===== src/rtl/clk_domain_sequencer_pkg.sv =====
// Shared definitions for the post-PLL clock-domain sequencer: FSM encoding
// and the sizing helpers used to dimension its counter.
package clk_domain_sequencer_pkg;

    typedef enum logic [1:0] {
        WAIT_LOCK = 2'd0,
        HOLD      = 2'd1,
        RELEASE   = 2'd2,
        RUN       = 2'd3
    } seq_state_e;

    // Never returns less than 1 so a degenerate range still yields a legal vector.
    function automatic int clog2(input int value);
        int r;
        r = 0;
        while ((1 << r) < value) r++;
        return (r < 1) ? 1 : r;
    endfunction

    function automatic int max3(input int a, input int b, input int c);
        int m;
        m = (a > b) ? a : b;
        return (m > c) ? m : c;
    endfunction

endpackage


===== src/rtl/clk_domain_sequencer_if.sv =====
// Lock input, rate increments and per-channel reset/enable outputs of the
// sequencer, plus its FSM state for observation.
interface clk_domain_sequencer_if #(
    parameter int NUM_CH = 2,
    parameter int ACC_W  = 16
);
    import clk_domain_sequencer_pkg::*;

    logic                    pll_lock;
    logic [NUM_CH*ACC_W-1:0] inc;
    logic [NUM_CH-1:0]       rst_out;
    logic [NUM_CH-1:0]       ce_out;
    // ready is a level, not a handshake: high only while every channel is out
    // of reset and lock is still held; it drops on the edge after lock loss.
    logic                    ready;
    logic                    lock_lost;
    seq_state_e              state;

    modport master (
        output pll_lock, inc,
        input  rst_out, ce_out, ready, lock_lost, state
    );

    modport slave (
        input  pll_lock, inc,
        output rst_out, ce_out, ready, lock_lost, state
    );

endinterface


===== src/rtl/clk_domain_sequencer_phase_accum_ce.sv =====
// One fractional-rate clock-enable channel: a phase accumulator whose carry
// out becomes a registered single-cycle strobe.
module phase_accum_ce #(
    parameter int ACC_W = 16
) (
    input  logic             clock,
    input  logic             clear,
    input  logic [ACC_W-1:0] inc,
    output logic             ce
);

    logic [ACC_W-1:0] acc;

    always_ff @(posedge clock) begin
        if (clear) begin
            acc <= '0;
            ce  <= 1'b0;
        end else begin
            {ce, acc} <= {1'b0, acc} + {1'b0, inc};
        end
    end

endmodule


===== src/rtl/clk_domain_sequencer.sv =====
// Filters PLL lock, releases per-channel resets in staggered order and drives
// one phase-accumulator clock enable per channel.
module clk_domain_sequencer
    import clk_domain_sequencer_pkg::*;
#(
    parameter int NUM_CH      = 2,
    parameter int ACC_W       = 16,
    parameter int LOCK_FILTER = 16,
    parameter int RST_HOLD    = 64,
    parameter int STAGGER     = 8
) (
    input  logic                    clock,
    input  logic                    reset,
    clk_domain_sequencer_if.slave   bus
);

    localparam int LAST_K = (NUM_CH - 1) * STAGGER;
    localparam int CNT_W  = clog2(max3(LOCK_FILTER, RST_HOLD, LAST_K + 1));

    seq_state_e        state;
    logic [CNT_W-1:0]  cnt;
    logic [NUM_CH-1:0] rst_q;
    logic [NUM_CH-1:0] ce;
    logic              ready_q;
    logic              lost_q;
    logic              lock_drop;

    // Once lock has been accepted, any low sample aborts the sequence.
    assign lock_drop = (state != WAIT_LOCK) && !bus.pll_lock;

    always_ff @(posedge clock) begin
        if (reset) begin
            state   <= WAIT_LOCK;
            cnt     <= '0;
            rst_q   <= '1;
            ready_q <= 1'b0;
            lost_q  <= 1'b0;
        end else if (lock_drop) begin
            state   <= WAIT_LOCK;
            cnt     <= '0;
            rst_q   <= '1;
            ready_q <= 1'b0;
            lost_q  <= 1'b1;
        end else begin
            case (state)
                WAIT_LOCK: begin
                    if (!bus.pll_lock) begin
                        cnt <= '0;
                    end else if (cnt == CNT_W'(LOCK_FILTER - 1)) begin
                        state <= HOLD;
                        cnt   <= '0;
                    end else begin
                        cnt <= cnt + CNT_W'(1);
                    end
                end
                HOLD: begin
                    if (cnt == CNT_W'(RST_HOLD - 1)) begin
                        state <= RELEASE;
                        cnt   <= '0;
                    end else begin
                        cnt <= cnt + CNT_W'(1);
                    end
                end
                RELEASE: begin
                    for (int i = 0; i < NUM_CH; i++) begin
                        if (cnt == CNT_W'(i * STAGGER)) rst_q[i] <= 1'b0;
                    end
                    if (cnt == CNT_W'(LAST_K)) begin
                        state   <= RUN;
                        cnt     <= '0;
                        ready_q <= 1'b1;
                    end else begin
                        cnt <= cnt + CNT_W'(1);
                    end
                end
                default: begin
                    state <= RUN;
                end
            endcase
        end
    end

    // Accumulators clear on the same edge the resets reassert, not one later.
    for (genvar g = 0; g < NUM_CH; g++) begin : g_ch
        phase_accum_ce #(.ACC_W(ACC_W)) u_accum (
            .clock (clock),
            .clear (reset | rst_q[g] | lock_drop),
            .inc   (bus.inc[g*ACC_W +: ACC_W]),
            .ce    (ce[g])
        );
    end

    assign bus.rst_out   = rst_q;
    assign bus.ce_out    = ce;
    assign bus.ready     = ready_q;
    assign bus.lock_lost = lost_q;
    assign bus.state     = state;

endmodule


===== src/flat_wrapper.sv =====
// flat-port wrapper written by rule: the top's interface ports become plain ports
module clk_domain_sequencer_flat import clk_domain_sequencer_pkg::*;
#(
    parameter int NUM_CH      = 2,
    parameter int ACC_W       = 16,
    parameter int LOCK_FILTER = 16,
    parameter int RST_HOLD    = 64,
    parameter int STAGGER     = 8
)
  (clock, reset, bus_pll_lock, bus_inc, bus_rst_out, bus_ce_out, bus_ready, bus_lock_lost, bus_state);
  clk_domain_sequencer_if #(.NUM_CH(NUM_CH), .ACC_W(ACC_W)) bus_i ();
  input  logic clock;
  input  logic reset;
  input wire logic [$bits(bus_i.pll_lock)-1:0] bus_pll_lock;
  input wire logic [$bits(bus_i.inc)-1:0] bus_inc;
  output wire logic [$bits(bus_i.rst_out)-1:0] bus_rst_out;
  output wire logic [$bits(bus_i.ce_out)-1:0] bus_ce_out;
  output wire logic [$bits(bus_i.ready)-1:0] bus_ready;
  output wire logic [$bits(bus_i.lock_lost)-1:0] bus_lock_lost;
  output wire logic [$bits(bus_i.state)-1:0] bus_state;
  assign bus_i.pll_lock = bus_pll_lock;
  assign bus_i.inc = bus_inc;
  assign bus_rst_out = bus_i.rst_out;
  assign bus_ce_out = bus_i.ce_out;
  assign bus_ready = bus_i.ready;
  assign bus_lock_lost = bus_i.lock_lost;
  assign bus_state = bus_i.state;
  clk_domain_sequencer #(.NUM_CH(NUM_CH), .ACC_W(ACC_W), .LOCK_FILTER(LOCK_FILTER), .RST_HOLD(RST_HOLD), .STAGGER(STAGGER)) u_core (.clock(clock), .reset(reset), .bus(bus_i));
endmodule

===== config.mk =====
export PLATFORM = sky130hd
export DESIGN_NAME = clk_domain_sequencer_flat
export DESIGN_NICKNAME = d
export VERILOG_FILES = /design/src/rtl/clk_domain_sequencer_pkg.sv /design/src/rtl/clk_domain_sequencer_if.sv /design/src/rtl/clk_domain_sequencer_phase_accum_ce.sv /design/src/rtl/clk_domain_sequencer.sv /design/src/flat_wrapper.sv
export SDC_FILE = /design/constraint.sdc
export NUM_CORES = 1
export LEC_CHECK = 0
export BUFFER_PORTS_ARGS = -buffer_cell sky130_fd_sc_hd__buf_2
export CAP_MARGIN = 5
export CORE_MARGIN = 1
export CORE_UTILIZATION = 55
export CTS_CLUSTER_SIZE = 12
export DETAILED_ROUTE_END_ITERATION = 10
export HOLD_SLACK_MARGIN = 0.1
export PLACE_DENSITY = 0.77
export SYNTH_ARGS = -nofsm -noshare
export SYNTH_HDL_FRONTEND = slang
export SYNTH_SLANG_ARGS = --single-unit
export TNS_END_PERCENT = 1

===== constraint.sdc =====
create_clock -name clock -period 3.2 [get_ports clock]
set_input_delay 0.48 -clock clock [delete_from_list [all_inputs] [get_ports clock]]
set_output_delay 0.48 -clock clock [all_outputs]
set_load 0.01 [all_outputs]

==> run metrics, run 1 <==
largest net degree at the start of global routing=19; vias in the first global route=~2600; fin nets=~480; clock tree buffer depth=2; max_slew headroom=56.4%; max_cap viols=0; Netlist cell types=59; Post-Synth Simple-Gate Area=19.4%; Core Region=0.00557 mm²; Cells on Worst Hold Path=2; Via density=5.78; initial core utilization=around 58%; GRT Util Overall=~22%; period utilization=67.8%; r2r setup slk=1.03 ns; Vias=2762; Least-Margin Pin Slew=approximately 0.65 ns; WP data arrival=~2.4 ns; Synth-to-Final Area Change=9.45%; GP Congestion=roughly 0.83; Peak supply drop=0.201 mV; P_leak=approximately 0.0016 µW; Final Routed Wirelength=6.45 mm; Worst setup SP type=flop; Design Power=1050 µW; CP max FO=18; Post-synth EDFFs=0; clock share of power=a little over a third; #FFs+latches synth=46; status=complete, no violations; Worst path max stage delay=0.59 ns; mean area per synthesized cell=8.69 µm²; gr ovfl total=0; Setup TNS=0 ns; Comb power frac=10.1%; DP HPWL=between 5 and 6 mm; DR WL/cell=13.5 µm; xor/xnor share of the synthesized area=4.64%; largest family of logic cells by synthesized area=compound AO/OA/AOI/OAI gates; crit path cell chain=inv_1 > ha_1 > nor2_1 > or2_1 > nor2_2 > nand4_1 > o22ai_1; Slowest-stage cell, CP=or2_1; initial antenna violation count=0; switching part of the total=24.8%; Pint=793 µW; adder-cell share of the synthesized area=approximately 17%; Pre-Repair DR Iteration Count=4; post-route ant nets=0; Post-Syn Area=0.00321 mm²; RSZ-0062 raised after global routing=false; Syn Inst Count=between 300 and 400; CP Capture Type=flop; Final min period=~2.2 ns; clock slew at reported path FFs=0.09 ns; sequential area share after synthesis=between 20% and 30%; Worst R2R Start=u_core.bus.state[0]$_SDFFE_PP0P_; Clk Latency, worst-skew pair=roughly 0.3 ns; first-pass GRT wire length=approximately 11 mm; max-slew violation count=0; final hold vios=0; layout cells sized above 1=16.5%; proportion of synthesized area in mux cells=3.12%; DRC=0; f_max=461 MHz; Req. time, crit path=3.39 ns; Layout Skew=0.0163 ns; RR Endpoint=u_core.g_ch[1].u_accum.ce$_SDFF_PP0_; sw power=261 µW; area leader, netlist=dfxtp_1; Worst Reg-to-Reg Cells=7; Post-synth ARST share=0%; largest cells by area after synthesis=dfxtp_1 29%, ha_1 16%, a21oi_1 5.6%; Die H=78.3 µm; min-delay src=reset; num rows=27; Main synth FF type=dfxtp_1; CTS tree=yes; Synth top area share=28.7%; 1st-iter DRT viols=103; H-tree depth=2; Root Buffer=clkbuf_8; post-CTS setup buffers=0; Synth Warn #=0; Hold EP=u_core.bus.lock_lost$_SDFFE_PP0P_; port bufs=42; DIE AREA=around 0.0061 mm²; n_diodes=0; CTS Hold Bufs=0; worst hold path class=in2reg; Ports=43; CTS resizes=0; CP Class=reg2reg; sequential fraction of design power=around 55%; syn_nets=approximately 450; Pwr Density=around 300 mW/mm²; compound-cell area share of the yosys netlist=~23%; cts bufs inserted=5; die width=78.3 µm; CTS Sinks=46; endpoints failing setup=0
[worst max path at each step]
| stage | startpoint | endpoint | slack (ns) |
|---|---|---|---|
| floorplan | bus_inc[16] | u_core.g_ch[1].u_accum.acc[10]$_SDFF_PP0_ | 1.10 |
| global placement | bus_inc[16] | u_core.g_ch[1].u_accum.acc[12]$_SDFF_PP0_ | 0.89 |
| detailed placement | bus_inc[16] | u_core.g_ch[1].u_accum.acc[12]$_SDFF_PP0_ | 0.83 |
| CTS | u_core.bus.state[0]$_SDFFE_PP0P_ | u_core.g_ch[1].u_accum.ce$_SDFF_PP0_ | 1.03 |
| global route | u_core.bus.state[0]$_SDFFE_PP0P_ | u_core.g_ch[1].u_accum.ce$_SDFF_PP0_ | 0.76 |
| finish | u_core.bus.state[0]$_SDFFE_PP0P_ | u_core.g_ch[1].u_accum.ce$_SDFF_PP0_ | 1.03 |
[cells in the mapped netlist, drive strengths merged, types with 9 or more instances]
master	n
dfxtp	46
ha	40
a21oi	36
nor2	34
nand2	31
nand3	17
o21ai	15
inv	14
a21o	12
buf	10
mux2i	10
or3	10
xnor2	10
and2	9
[metal layers]
layer	GRT usage [%]	up-vias	wire length, µm
li1	-	1402	-
met1	28.3	1275	3100
met2	37.2	72	2940
met3	3.95	13	299
met4	7.59	0	115
met5	0	-	0
[worst max-delay path, delay by kind of cell (launching register included)]
family / cells / cell delay [ns]
simple gates: 4 / 1.22
fa+ha+maj: 1 / 0.23
flops: 1 / 0.43
compound gates: 1 / 0.08
buf+inv: 1 / 0.11
[final cells by class]
class	count	area, µm²
Clock buffer	6	82.6
Clock inverter	2	12.5
Fill cell	510	2070
Inverter	14	52.6
Multi-Input combinational cell	296	2140
Sequential cell	46	921
Tap cell	72	90.1
Timing Repair Buffer	42	210
[stage by stage]
stage	util [%]	cells	cell area [µm²]	setup WS [ns]	hold slack [ns]
after global placement	61.2	470	3410	0.890	0.441
after global routing	62.9	478	3510	0.761	0.412
final	62.9	478	3510	1.03	0.401
after CTS	62.9	478	3510	1.03	0.398
after floorplan	-	369	3210	1.10	0.462
after detailed placement	61.2	470	3410	0.830	0.447
[sequential cells by signal (all words and copies together), names as in the netlist]
signal,count
u_core.bus.lock_lost,1
u_core.bus.ready,1
u_core.bus.rst_out,2
u_core.bus.state,2
u_core.cnt,6
u_core.g_ch.u_accum.acc,32
u_core.g_ch.u_accum.ce,2
[power by group through the flow]
stage                     combinational [µW]  clock (µW)  sequential [µW]
final                                    107         374              574
after CTS                                106         386              574
after global placement                   103           0              588
after global routing                     119         408              575
after floorplan                         70.9           0              587
after detailed placement                 105           0              588
[kinds of logic after synthesis]
logic type | Yosys count
AOI/OAI and AO/OA | 105
adders and majority gates | 42
xor gates and xnor gates | 17
and+or+nand+nor | 122
buffers and inverters | 27
DFF | 46
muxes | 10
[cell usage in the layout, fill, tap and decap left out, types with 3 or more instances in the layout]
| master | Yosys | layout |
|---|---|---|
| a21o_1 | 12 | 12 |
| o21ai_1 | 7 | 7 |
| a21oi_1 | 36 | 36 |
| nor3_1 | 4 | 4 |
| dfxtp_1 | 46 | 46 |
| a211oi_1 | 4 | 4 |
| nor2_1 | 32 | 32 |
| a211oi_2 | 3 | 3 |
| nand2_1 | 30 | 30 |
| xor2_1 | 7 | 7 |
| o21ai_0 | 7 | 7 |
| o211ai_1 | 4 | 4 |
| nand4_1 | 4 | 4 |
| nand3_1 | 15 | 15 |
| or3_1 | 10 | 10 |
| and2_1 | 9 | 9 |
| buf_2 | 4 | 42 |
| inv_1 | 14 | 14 |
| clkbuf_8 | 0 | 6 |
| o21a_1 | 3 | 3 |
| xnor2_1 | 10 | 10 |
| ha_1 | 40 | 40 |
| mux2i_1 | 10 | 10 |
| o22ai_1 | 3 | 3 |
| o21bai_1 | 6 | 6 |
No activity file was read; power rests on OpenSTA's default activity.
==> inputs of run 2 (changes only) <==
- ABC_AREA: default -> 1
- PLACE_DENSITY: 0.77 -> 0.76
- clock period: 3.2 -> 2.2 ns (I/O delays scaled with it)
==> run 2 against run 1 <==
  * Wire length up 18%
  * Global-route usage increased by 2.3 points
  * Sequential cell count stayed put
  * Highest routed layer unchanged
==> run metrics, run 2 <==
status=complete, no violations; initial antenna violation count=0; DR WL met2=3.72 mm; f_max=548 MHz; Clk Latency, worst-skew pair=0.29 ns; Placed Area=0.00377 mm²; Netlist cell types=32; Via density=5.06; xor/xnor share of the synthesized area=0.500%; largest cells by area after synthesis=dfxtp_1 26%, nand2_1 19%, ha_1 14%; proportion of synthesized area in mux cells=0%; Synth top area share=about a quarter; Final min period=1.83 ns; max-slew violation count=0; Post-synth ARST share=0%; DRC=0; port bufs=42; gr ovfl total=0; DR WL/cell=11.3 µm; CTS resizes=0; Least-Margin Pin Slew=0.284 ns; Commonest cells post-synth=177 x nand2_1, 93 x inv_1, 61 x nor2_1; Post-Synth Simple-Gate Area=36.0%; count leader, synth=nand2_1; RSZ-0062 raised after global routing=false; mean area per synthesized cell=6.34 µm²; P_leak=0.00217 µW; Largest regs=u_core.g_ch.u_accum.acc: 32 flops, u_core.cnt: 6 flops; clock tree buffer depth=2; cts bufs inserted=5; top routing layer used=met4; Peak supply drop=about 0.42 mV; max_slew headroom=81.0%; GP Congestion=~0.88; initial core utilization=58.2%; Pre-Repair DR Iteration Count=7; CTS tree=yes; vias in the first global route=about 3100; Fillers=597; Critical Path Most Common Cell=inv_1; Worst path max stage delay=0.36 ns; layout cells sized above 1=10.9%; die width=81.8 µm; wire length on met3=270 µm; met1 WL=between 3 and 4 mm; Synth Warn #=0; worst hold path class=in2reg; Pwr Density=about 530 mW/mm²; CTS Sinks=46; Root Buffer=clkbuf_8; switching part of the total=roughly a third; Pint=1350 µW; sequential area share after synthesis=26.3%; most common cell after layout, fill and taps aside=nand2_1; clock slew at reported path FFs=0.09 ns; Post-synth EDFFs=0; largest family of logic cells by synthesized area=simple AND/OR/NAND/NOR gates; WP data arrival=between 2 and 2.5 ns; sequential fraction of design power=45.4%; Worst R2R Start=u_core.bus.state[1]$_SDFFE_PP0P_; pre-CTS setup slack=0.227 ns; compound-cell area share of the yosys netlist=10.5%; Biggest register=u_core.g_ch.u_accum.acc; Main synth FF type=dfxtp_1; Synth-to-Final Area Change=10.2%; CP Capture Type=flop; syn_nets=630; DP HPWL=6.04 mm; fin nets=675; Die H=roughly 80 µm; Core Region=roughly 0.0060 mm²; Req. time, crit path=about 2.4 ns; max_cap viols=0; setup ws final=roughly 0.37 ns; Syn Inst Count=553; max reg flops=32; period utilization=83.0%; min-delay src=reset; critical path launch point=u_core.bus.state[1]$_SDFFE_PP0P_; CTS Hold Bufs=0; num rows=28; Slowest-stage cell, CP=dfxtp_1; Post-Layout Inst Area=approximately 0.0039 mm²; Worst setup SP type=flop; Vias=3412; CP Class=reg2reg; H-tree depth=2; first-pass GRT wire length=approximately 13 mm; n_diodes=0; Comb power frac=about 28%; Final Routed Wirelength=7.61 mm; post-CTS setup buffers=0; #FFs+latches synth=46; Setup TNS=0 ns; largest net degree at the start of global routing=16; final hold vios=0; post-route ant nets=0; adder-cell share of the synthesized area=15.4%; GRT Util Overall=24.3%; Ports=43; Layout Skew=between 0.007 and 0.008 ns; endpoints failing setup=0; 1st-iter DRT viols=between 150 and 200; DIE AREA=0.00670 mm²; CP max FO=15; clock share of power=26.3%; area leader, netlist=dfxtp_1; crit path cell chain=inv_1 > ha_1 > nor2_1 > nor2_4 > inv_4 > nor2_8 > inv_1 > nor3_1; sw power=702 µW; Post-Syn Area=0.00351 mm²; most frequent cells in the layout=177 x nand2_1, 93 x inv_1, 61 x nor2_1
run 2: cell count changes in the layout (fill, tap and decap cells not counted), moves of 6 or more:
cell,delta
nor2_1,+29
mux2i_1,-10
or3_1,-10
a21o_1,-12
inv_1,+79
nand3_1,+20
nand2_1,+147
xor2_1,-6
xnor2_1,-9
run 2: kinds of logic after synthesis:
| group | after synthesis |
|---|---|
| buf+inv | 99 |
| xor+xnor | 2 |
| simple gates | 298 |
| fa+ha+maj | 42 |
| flops | 46 |
| compound gates | 66 |
run 2: layer usage:
layer  GRT usage (%)  vias to the layer above
li1                -                     1827
met1            30.0                     1505
met2            43.7                       76
met3            3.22                        4
met4            6.84                        0
met5               0                        -
run 2: final timing paths:
kind,end,slack [ns],cells past startpoint
max,u_core.g_ch[1].u_accum.acc[8]$_SDFF_PP0_,0.37,8
min,u_core.bus.lock_lost$_SDFFE_PP0P_,0.23,2
min reg2reg,u_core.bus.lock_lost$_SDFFE_PP0P_,0.49,2
max reg2reg,u_core.g_ch[1].u_accum.acc[8]$_SDFF_PP0_,0.37,8
run 2: power by group through the flow:
stage               Sequential [µW]  Clock (µW)  Combinational, µW
detailed placement              952           0                574
global route                    941         586                670
global placement                949           0                555
finish                          933         541                581
CTS                             934         568                581
floorplan                       952           0                420
run 2: final cells by class:
cell class	instances	area (µm²)	share of cell area (%)
multi-input combinational	408	2190	56.6
timing repair buffer	42	210	5.44
tap	75	93.8	2.43
sequential	46	921	23.8
inverter	95	359	9.29
clock buffer	7	86.3	2.23
clock inverter	1	5.00	0.130
run 2: per-stage QoR:
stage               hold WS [ns]  total power, µW  utilization, %  cells
detailed placement         0.461             1530            62.6    666
global placement           0.456             1500            62.6    666
finish                     0.235             2060            64.1    674
floorplan                  0.402             1370               -    553
CTS                        0.229             2080            64.1    674
global route               0.234             2200            64.1    674
run 2: critical path: cells and delay by family (launching register included):
kind / cells / cell delay [ns]
fa+ha+maj: 1 / 0.19
simple gates: 4 / 0.76
buf+inv: 3 / 0.45
flops: 1 / 0.36
